<file path="src/rtl/img_vline_fetch_ctrl_pkg.sv">
// Shared types and constants for the vertical line fetch controller.
// Holds the FSM encoding, the frame/source geometry and the Q10.5 table-entry layout.
package img_vline_fetch_ctrl_pkg;

   localparam int unsigned V_ACTIVE   = 1080;
   localparam int unsigned SRC_H      = 480;
   localparam int unsigned TAB_AW     = 11;
   localparam int unsigned TAB_DW     = 16;
   localparam int unsigned LINE_BYTES = 1280;
   localparam int unsigned BASE_ADDR  = 0;
   localparam int unsigned MEM_AW     = 24;
   localparam int unsigned INT_W      = 10;
   localparam int unsigned FRAC_W     = 5;

   typedef enum logic [2:0] {
      ST_IDLE = 3'd0,
      ST_TAB  = 3'd1,
      ST_DEC  = 3'd2,
      ST_REQ  = 3'd3,
      ST_BUSY = 3'd4,
      ST_RDY  = 3'd5
   } state_t;

   typedef struct packed {
      logic              vld;
      logic [INT_W-1:0]  int_part;
      logic [FRAC_W-1:0] frac;
   } tab_entry_t;

   // Nearest-neighbour source line, limited to the last line of the source image.
   function automatic logic [INT_W-1:0] clamp_src(input logic [INT_W-1:0] int_part);
      return (int_part > INT_W'(SRC_H - 1)) ? INT_W'(SRC_H - 1) : int_part;
   endfunction

endpackage

</file>
<file path="src/rtl/img_vline_fetch_ctrl_addr_calc.sv">
// Source-line clamp and frame-buffer address computation, one register stage.
// src_c is available combinationally for the reuse compare; src/addr register on ld.
module img_vline_fetch_ctrl_addr_calc
   import img_vline_fetch_ctrl_pkg::*;
(
   input  logic              clk,
   input  logic              rst,
   input  logic              ld,
   input  logic [INT_W-1:0]  int_part,
   output logic [INT_W-1:0]  src_c,
   output logic [INT_W-1:0]  src,
   output logic [MEM_AW-1:0] addr
);

   assign src_c = clamp_src(int_part);

   always_ff @(posedge clk) begin
      if (rst) begin
         src  <= '0;
         addr <= '0;
      end else if (ld) begin
         src  <= src_c;
         addr <= MEM_AW'(BASE_ADDR) + MEM_AW'(src_c) * MEM_AW'(LINE_BYTES);
      end
   end

endmodule

</file>
<file path="src/rtl/img_vline_fetch_ctrl.sv">
// Per-output-line fetch controller: reads the vertical line table, picks the source line
// and fetches it into a ping-pong buffer unless that line is already buffered.
module img_vline_fetch_ctrl
   import img_vline_fetch_ctrl_pkg::*;
(
   input  logic              clk,
   input  logic              rst,
   input  logic              i_frame_start,
   input  logic              i_line_req,
   output logic [TAB_AW-1:0] o_tab_raddr,
   output logic              o_tab_re,
   input  logic [TAB_DW-1:0] i_tab_rdata,
   input  logic              i_tab_rvld,
   output logic              o_rd_req,
   output logic [MEM_AW-1:0] o_rd_addr,
   output logic              o_rd_buf,
   input  logic              i_rd_ack,
   input  logic              i_rd_done,
   output logic              o_line_ready,
   output logic              o_line_blank,
   output logic              o_line_buf,
   output logic [INT_W-1:0]  o_line_idx,
   output logic              o_overrun
);

   state_t            state;
   state_t            state_nxt;
   tab_entry_t        tab_in;
   logic              frac_unused;
   logic              tab_vld;
   logic [INT_W-1:0]  tab_int;
   logic [INT_W-1:0]  src_c;
   logic [INT_W-1:0]  src;
   logic [INT_W-1:0]  last_src;
   logic              last_vld;
   logic              buf_sel;
   logic              done_seen;
   logic              drop;
   logic [TAB_AW-1:0] line_cnt;
   logic              fetch_c;
   logic              done_c;
   logic              tab_re_c;
   logic              rd_req_c;
   logic              ready_c;
   logic              overrun_c;

   assign tab_in      = i_tab_rdata;
   assign frac_unused = ^tab_in.frac;

   img_vline_fetch_ctrl_addr_calc u_addr_calc (
      .clk      (clk),
      .rst      (rst),
      .ld       (state == ST_DEC),
      .int_part (tab_int),
      .src_c    (src_c),
      .src      (src),
      .addr     (o_rd_addr)
   );

   // A valid entry needs a fetch unless its source line is the one already buffered.
   assign fetch_c = tab_vld && !(last_vld && (src_c == last_src));
   // Done arriving together with ack is remembered so BUSY leaves on its first cycle.
   assign done_c  = i_rd_done || done_seen;
   assign o_rd_buf = buf_sel;

   always_ff @(posedge clk) begin
      if (rst) state <= ST_IDLE;
      else     state <= state_nxt;
   end

   always_comb begin
      state_nxt = state;
      unique case (state)
         ST_IDLE: if (i_line_req && !i_frame_start) state_nxt = ST_TAB;
         ST_TAB: begin
            if (i_frame_start)   state_nxt = ST_IDLE;
            else if (i_tab_rvld) state_nxt = ST_DEC;
         end
         ST_DEC: begin
            if (i_frame_start) state_nxt = ST_IDLE;
            else if (fetch_c)  state_nxt = ST_REQ;
            else               state_nxt = ST_RDY;
         end
         ST_REQ:  if (i_rd_ack) state_nxt = ST_BUSY;
         // A request is never aborted; a frame start only suppresses the ready pulse.
         ST_BUSY: if (done_c) state_nxt = (drop || i_frame_start) ? ST_IDLE : ST_RDY;
         ST_RDY:  state_nxt = ST_IDLE;
         default: state_nxt = ST_IDLE;
      endcase
   end

   always_comb begin
      tab_re_c  = 1'b0;
      rd_req_c  = 1'b0;
      ready_c   = 1'b0;
      overrun_c = 1'b0;
      tab_re_c  = (state == ST_IDLE) && i_line_req && !i_frame_start;
      rd_req_c  = (state_nxt == ST_REQ);
      ready_c   = (state == ST_RDY) && !i_frame_start;
      overrun_c = (state != ST_IDLE) && i_line_req && !i_frame_start;
   end

   always_ff @(posedge clk) begin
      if (rst) begin
         o_tab_re     <= 1'b0;
         o_tab_raddr  <= '0;
         o_rd_req     <= 1'b0;
         o_line_ready <= 1'b0;
         o_line_blank <= 1'b0;
         o_line_buf   <= 1'b0;
         o_line_idx   <= '0;
         o_overrun    <= 1'b0;
      end else begin
         o_tab_re     <= tab_re_c;
         o_rd_req     <= rd_req_c;
         o_line_ready <= ready_c;
         o_line_blank <= ready_c && !tab_vld;
         o_line_buf   <= ready_c && buf_sel;
         o_line_idx   <= ready_c ? src : '0;
         o_overrun    <= overrun_c;
         if (tab_re_c) o_tab_raddr <= line_cnt;
      end
   end

   // Line bookkeeping: table capture, buffer toggle, handshake flags and line counter.
   always_ff @(posedge clk) begin
      if (rst) begin
         tab_vld   <= 1'b0;
         tab_int   <= '0;
         buf_sel   <= 1'b0;
         done_seen <= 1'b0;
         drop      <= 1'b0;
         last_src  <= '0;
         last_vld  <= 1'b0;
         line_cnt  <= '0;
      end else begin
         if ((state == ST_TAB) && i_tab_rvld) begin
            tab_vld <= tab_in.vld;
            tab_int <= tab_in.int_part;
         end
         if ((state == ST_DEC) && !i_frame_start && fetch_c) buf_sel <= ~buf_sel;
         if (state == ST_REQ) done_seen <= i_rd_ack && i_rd_done;
         if (i_frame_start && ((state == ST_REQ) || (state == ST_BUSY))) drop <= 1'b1;
         else if (state == ST_IDLE)                                       drop <= 1'b0;
         if (i_frame_start) begin
            last_vld <= 1'b0;
         end else if ((state == ST_BUSY) && done_c && !drop) begin
            last_src <= src;
            last_vld <= 1'b1;
         end
         if (i_frame_start) begin
            line_cnt <= '0;
         end else if (state == ST_RDY) begin
            line_cnt <= (line_cnt == TAB_AW'(V_ACTIVE - 1)) ? '0 : line_cnt + TAB_AW'(1);
         end
      end
   end

endmodule
</file>
<file path="config.mk">
export PLATFORM = sky130hd
export DESIGN_NAME = img_vline_fetch_ctrl
export DESIGN_NICKNAME = d
export VERILOG_FILES = /design/src/rtl/img_vline_fetch_ctrl_pkg.sv /design/src/rtl/img_vline_fetch_ctrl_addr_calc.sv /design/src/rtl/img_vline_fetch_ctrl.sv
export SDC_FILE = /design/constraint.sdc
export NUM_CORES = 1
export LEC_CHECK = 0
export ABC_AREA = 1
export BUFFER_PORTS_ARGS = -buffer_cell sky130_fd_sc_hd__buf_2
export CORE_ASPECT_RATIO = 0.9
export CORE_MARGIN = 10
export CORE_UTILIZATION = 55
export DETAILED_ROUTE_END_ITERATION = 6
export PLACE_DENSITY_LB_ADDON = 0.08
export SYNTH_ARGS = -nofsm -noshare
export SYNTH_HDL_FRONTEND = slang
export SYNTH_SLANG_ARGS = --single-unit
</file>
<file path="constraint.sdc">
create_clock -name clk -period 2.9 [get_ports clk]
set_clock_uncertainty 0.05 [all_clocks]
set_input_delay 0.29 -clock clk [delete_from_list [all_inputs] [get_ports clk]]
set_output_delay 0.29 -clock clk [all_outputs]
set_load 0.01 [all_outputs]
</file>
Yosys cells after proc, flatten, opt, wreduce, memory -nomap -nowiden

Index checks and enable logic that the tools add are counted.

Register bits after elaboration: 89
Input bits: 23
Output and inout bits: 52
Word-level logic and storage cells: 76

Add/sub/neg operators: 1
Multiply operators: 1
$lt $le $gt $ge: 1
Equality and inequality tests: 8
Multiplexer cells: 13
Bitwise logic cells: 3
Reduce and logical (&&, ||, !) cells: 30

Operators with widths:

| kind                                                           | count |
|---|---|
| two-way mux 3 bit                                              | 8 |
| logical AND 1 bit                                              | 17 |
| one-hot mux 3 bit (5 select lines)                             | 1 |
| multiplier 10 x 3 -> 13 bit, second input constant             | 1 |
| adder 11 x 1 -> 11 bit, second input constant                  | 1 |
| equality test 11 bit, second input constant                    | 1 |
| two-way mux 11 bit                                             | 1 |
| equality test 10 bit                                           | 1 |
| greater-than comparator 10 x 9 -> 1 bit, second input constant | 1 |
| two-way mux 10 bit                                             | 1 |
| equality test 3 x 2 -> 1 bit, second input constant            | 3 |
| equality test 3 bit, second input constant                     | 2 |
| logical NOT 1 bit                                              | 4 |
| OR reduction 2 bit                                             | 2 |
| equality test 3 x 1 -> 1 bit, second input constant            | 1 |
| logical NOT 3 bit                                              | 1 |
| logical OR 1 bit                                               | 3 |
| inverter 1 bit                                                 | 3 |
| nonzero test 3 bit                                             | 1 |
| two-way mux 1 bit                                              | 2 |
| AND reduction 2 bit                                            | 1 |
| nonzero test 2 bit                                             | 1 |

Logic depth before layout (Yosys ltp)

Depth in word-level cells: 10
Gate-level depth with buffers: 16
Gate-level depth less buffers: 15

By module

A second synthesis with hierarchy kept.

Cells, all modules: 567
Area total of the unflattened synthesis: 4185.3 um2

Modules (own cells, without submodules):

| module                         | instances | cells an instance | area each (um2) | seq. area each (um2) |
|---|---|---|---|---|
| img_vline_fetch_ctrl           | 1         | 355               | 2647.5          | 1321.3 |
| img_vline_fetch_ctrl_addr_calc | 1         | 212               | 1537.7          | 420.4 |

Least setup slack after synthesis

OpenSTA, ideal clock, no wires.

Path type: reg-to-reg
Start point: register tab_int[9]
End point: register u_addr_calc.addr[18]
Library setup time: 0.115 ns
Arrival: 2.352 ns
Required time: 2.735 ns
Setup slack: 0.382 ns
Stages on the path, launching flop included: 15
Buffers on the path: 1
Clock period less this slack: 2.518 ns
Cell sequence: dfxtp_1 > clkinv_1 > buf_2 > nand3_1 > inv_1 > ha_1 > ha_1 > a21oi_1 > nand2_1 > a21oi_1 > nor2_1 > o21ai_0 > a21oi_1 > o21ai_0 > inv_1

Longest elaborated chain between the ends: 3

Ends and longest elaborated chain:

| element                                 | line                                 | text |
|---|---|---|
| start: declaration                      | img_vline_fetch_ctrl.sv:31           | `logic [INT_W-1:0] tab_int;` |
| start signal: assignment                | img_vline_fetch_ctrl.sv:139          | `tab_int <= tab_in.int_part;` |
| greater-than comparator 10 x 9 -> 1 bit | img_vline_fetch_ctrl_pkg.sv:32       | `return (int_part > INT_W'(SRC_H - 1)) ? INT_W'(SRC_H - 1) : int_part;` |
| two-way mux 10 bit                      | img_vline_fetch_ctrl_pkg.sv:32       |  |
| net src_c[5]                            | img_vline_fetch_ctrl.sv:32           | `logic [INT_W-1:0] src_c;` |
| multiplier 10 x 3 -> 13 bit             | img_vline_fetch_ctrl_addr_calc.sv:23 | `addr <= MEM_AW'(BASE_ADDR) + MEM_AW'(src_c) * MEM_AW'(LINE_BYTES);` |
| end signal: assignment                  | img_vline_fetch_ctrl_addr_calc.sv:23 |  |
| end: declaration                        | img_vline_fetch_ctrl_addr_calc.sv:12 | `output logic [MEM_AW-1:0] addr` |

The timed path passes the listed nets, and every way through them passes these cells.
A chain may end at the register's enable or synchronous reset.

Worst setup path in the final report

Start point: register tab_int[7]
End point: register u_addr_calc.addr[17]

The elaborated chain is that of the path after synthesis.

==> results.py <==
metrics = {
    "status": {
        "outcome": "completed",
    },
    "die": {
        "start_util_pct": 57.55,
        "die-height_microns": 99.39,
        "io_pins": 75,
        "core_area_sq_um": 6691,
        "die_area_sq_um": 10750,
        "fp.dieW_microns": 108.2,
        "num_rows": 28,
    },
    "timing": {
        "finalMaxSlewViolations": 0,
        "post-route-period-util_pct": 93.15,
        "rsz0062_at_grt": "false",
        "fmax_mhz": 370.2,
        "relSlewSlack_pct": 66.53,
        "setup_violations": 0,
        "tightest_slew_ns": 0.5015,
        "final.setup.tns_ns": 0,
        "hold_violations": 0,
        "layout_min_cycle_time_ns": 2.701,
    },
    "setup_path": {
        "cp-start-kind": "register",
        "required_ns": 3.11,
        "crit_chain": "nand2_1 > inv_1 > nand2_2 > nand3_1 > ha_1 > ha_1 > fa_1 > nand3_1 > nand2_1 > a21oi_1 > o21bai_1 > xor2_1 > o21bai_1 > inv_1",
        "max_stage_delay_ns": 0.40,
        "cpMaxStageDelayCell": "fa_1",
        "rr_worst_depth": 14,
        "crit_arrival_ns": 2.91,
        "end_kind": "register",
        "critPathKind": "reg2reg",
        "crit_fanout": 11,
    },
    "yosys": {
        "ys_warn_count": 0,
        "synth.largest_area_cell": "dfxtp_1",
        "netlist_area_sq_um": 3851,
        "synthTopCellsByArea": "dfxtp_1 (45%), inv_1 (6.8%), o21ai_0 (6.8%)",
        "ys_seq_area_share_pct": 45.22,
        "synth_cells": 497,
        "synth_top_area_share_pct": 45.22,
        "synth-seq-cells": 87,
        "avgSynthCellArea_sq_um": 7.749,
        "synthDistinctLibCells": 33,
    },
    "placement": {
        "place_congestion": 0.8657,
        "hpwl_microns": 6253,
        "port_buffers": 58,
    },
    "global_route": {
        "antenna_found_initial": 0,
        "grtUsageTotal_pct": 15.67,
        "grt_pass1_vias": 3033,
        "grt_pass1_wl_microns": 13930,
        "grt_overflow": 0,
        "grt_max_degree": 30,
    },
    "clock_network": {
        "cts_setup_buffers": 0,
        "h-tree-depth": 3,
        "cts.clk_slew.worst_paths_ns": 0.09,
        "cts.sinks": 87,
        "clock_latency_ns": 0.36,
        "cts_tree": "done",
        "post_cts_resized": 0,
        "ctsHoldBuffers": 0,
        "clk_path_buf_depth": 2,
        "cts_made_buffers": 9,
        "cts_root_buffer": "clkbuf_8",
    },
    "detailed_routing": {
        "wirelength_microns": 8438,
        "ant_nets": 0,
        "vias_per_cell": 5.020,
        "drc": 0,
        "routedWlPerCell_microns": 13.00,
        "drtPass1Iterations": 4,
        "vias": 3258,
        "drt-initial-drc-count": 185,
    },
    "final_layout": {
        "area_delta_synth_final_pct": 13.58,
        "num_antenna_cells": 0,
        "layout-drive-gt1-share_pct": 16.99,
        "post-route-util_pct": 65.37,
        "layout.nets": 595,
    },
    "pwr": {
        "leakagePower_nw": 2.099,
        "power_density_nw_per_um2": 499.7,
        "peakVddDrop_mv": 0.3008,
    },
    "flow_run": {
        "maxCapViolCount": 0,
    },
    "hold_path": {
        "hp-class": "in2reg",
        "min_delay_path_depth": 3,
    },
}
==> where the power goes <==
part / switching (mW) / total, mW / leakage [nW] / internal (mW)
Clock: 0.425 / 0.758 / 0.0853 / 0.333
Sequential: 0.0115 / 1.23 / 0.704 / 1.22
Combinational: 0.127 / 0.199 / 1.31 / 0.0720
==> sequential cells by signal (all words and copies together) (netlist names), 3 cells and up <==
register          count
line_cnt             11
o_line_idx           10
u_addr_calc.src      10
u_addr_calc.addr     11
o_tab_raddr          11
state                 3
last_src             10
tab_int              10
==> synthesized netlist by cell type <==
cell type and instances:
a21oi_1 51, nor3_4 1, a31oi_1 1, xnor2_1 1, xor2_1 5, clkbuf_1 12, nor4_1 2, nand2_4 1
o21ai_0 52, buf_1 1, nand3_1 22, nor2_2 1, ha_1 17, nor3_1 6, a211oi_1 8, inv_2 2
conb_1 1, o21bai_1 6, fa_1 1, nand4_1 11, nand2_1 50, buf_4 14, inv_1 70, clkinv_1 2
nor2_1 60, o21a_1 1, nor2_4 2, dfxtp_1 87, a22oi_1 1, buf_2 4, nand3_2 2, o22ai_1 1
nor3_2 1
==> layout by cell type (no fill, tap or decap), types with 8 or more instances in the layout <==
cell type	synthesis	layout
a21oi_1	51	51
buf_4	14	8
o21ai_0	52	51
nor2_1	60	60
ha_1	17	17
dfxtp_1	87	87
nand4_1	11	11
clkbuf_8	0	10
inv_1	70	70
nand2_1	50	49
a211oi_1	8	8
buf_2	4	58
conb_1	1	12
nand3_1	22	19
==> kinds of logic after synthesis <==
kind of cell,count (synthesis),share of synthesized area [%]
xor gates and xnor gates,6,1.365
adders and majority gates,18,6.043
and+or+nand+nor,159,18.71
AOI/OAI and AO/OA,121,16.83
buffers and inverters,105,11.73
other,1,0.09737
DFF,87,45.22
==> routing by layer <==
metal / vias to the layer above / global-route usage (%) / routed length, microns
met2: 73 / 24.81 / 3820
li1: 1709 / - / -
met3: 15 / 5.290 / 543
met4: 0 / 5.339 / 128
met1: 1461 / 19.39 / 3945
met5: - / 0 / 0
==> worst paths after layout <==
kind / startpoint / slack (ns) / endpoint
worst max-delay path: tab_int[7] / 0.20 / u_addr_calc.addr[17]
worst min-delay path: i_tab_rdata[12] / 0.11 / tab_int[7]
worst max register to register: tab_int[7] / 0.20 / u_addr_calc.addr[17]
worst min register to register: u_addr_calc.src[9] / 0.41 / u_addr_calc.src[9]
==> stage by stage <==
step	area (sq um)	std cells	total power [mW]	setup slack [ns]	hold slack, ns
after floorplan	3892	508	1.404	0.3821	0.3185
after global placement	4182	633	1.450	0.1551	0.3933
after detailed placement	4182	633	1.453	0.05156	0.3976
after CTS	4357	649	2.200	0.07762	0.1066
after global routing	4374	649	2.281	0.007343	0.1101
final	4374	649	2.186	0.1986	0.1091
==> cell type report <==
class / count / area [sq um]
tap: 90 / 112.6
sequential: 87 / 1742
clock inverter: 5 / 33.78
clock buffer: 11 / 141.4
inverter: 74 / 277.8
multi-input combinational: 316 / 1717
fill: 627 / 2317
timing repair buffer: 66 / 350.3
==> worst max-delay path: cells and delay by family, from the launching register on <==
family / cells / cell delay (ns)
and+or+nand+nor: 5 / 0.62
buffers and inverters: 2 / 0.09
xor gates and xnor gates: 1 / 0.15
AOI/OAI and AO/OA: 3 / 0.38
adders and majority gates: 3 / 0.97
DFF: 1 / 0.34
No activity file was read; power rests on OpenSTA's default activity.
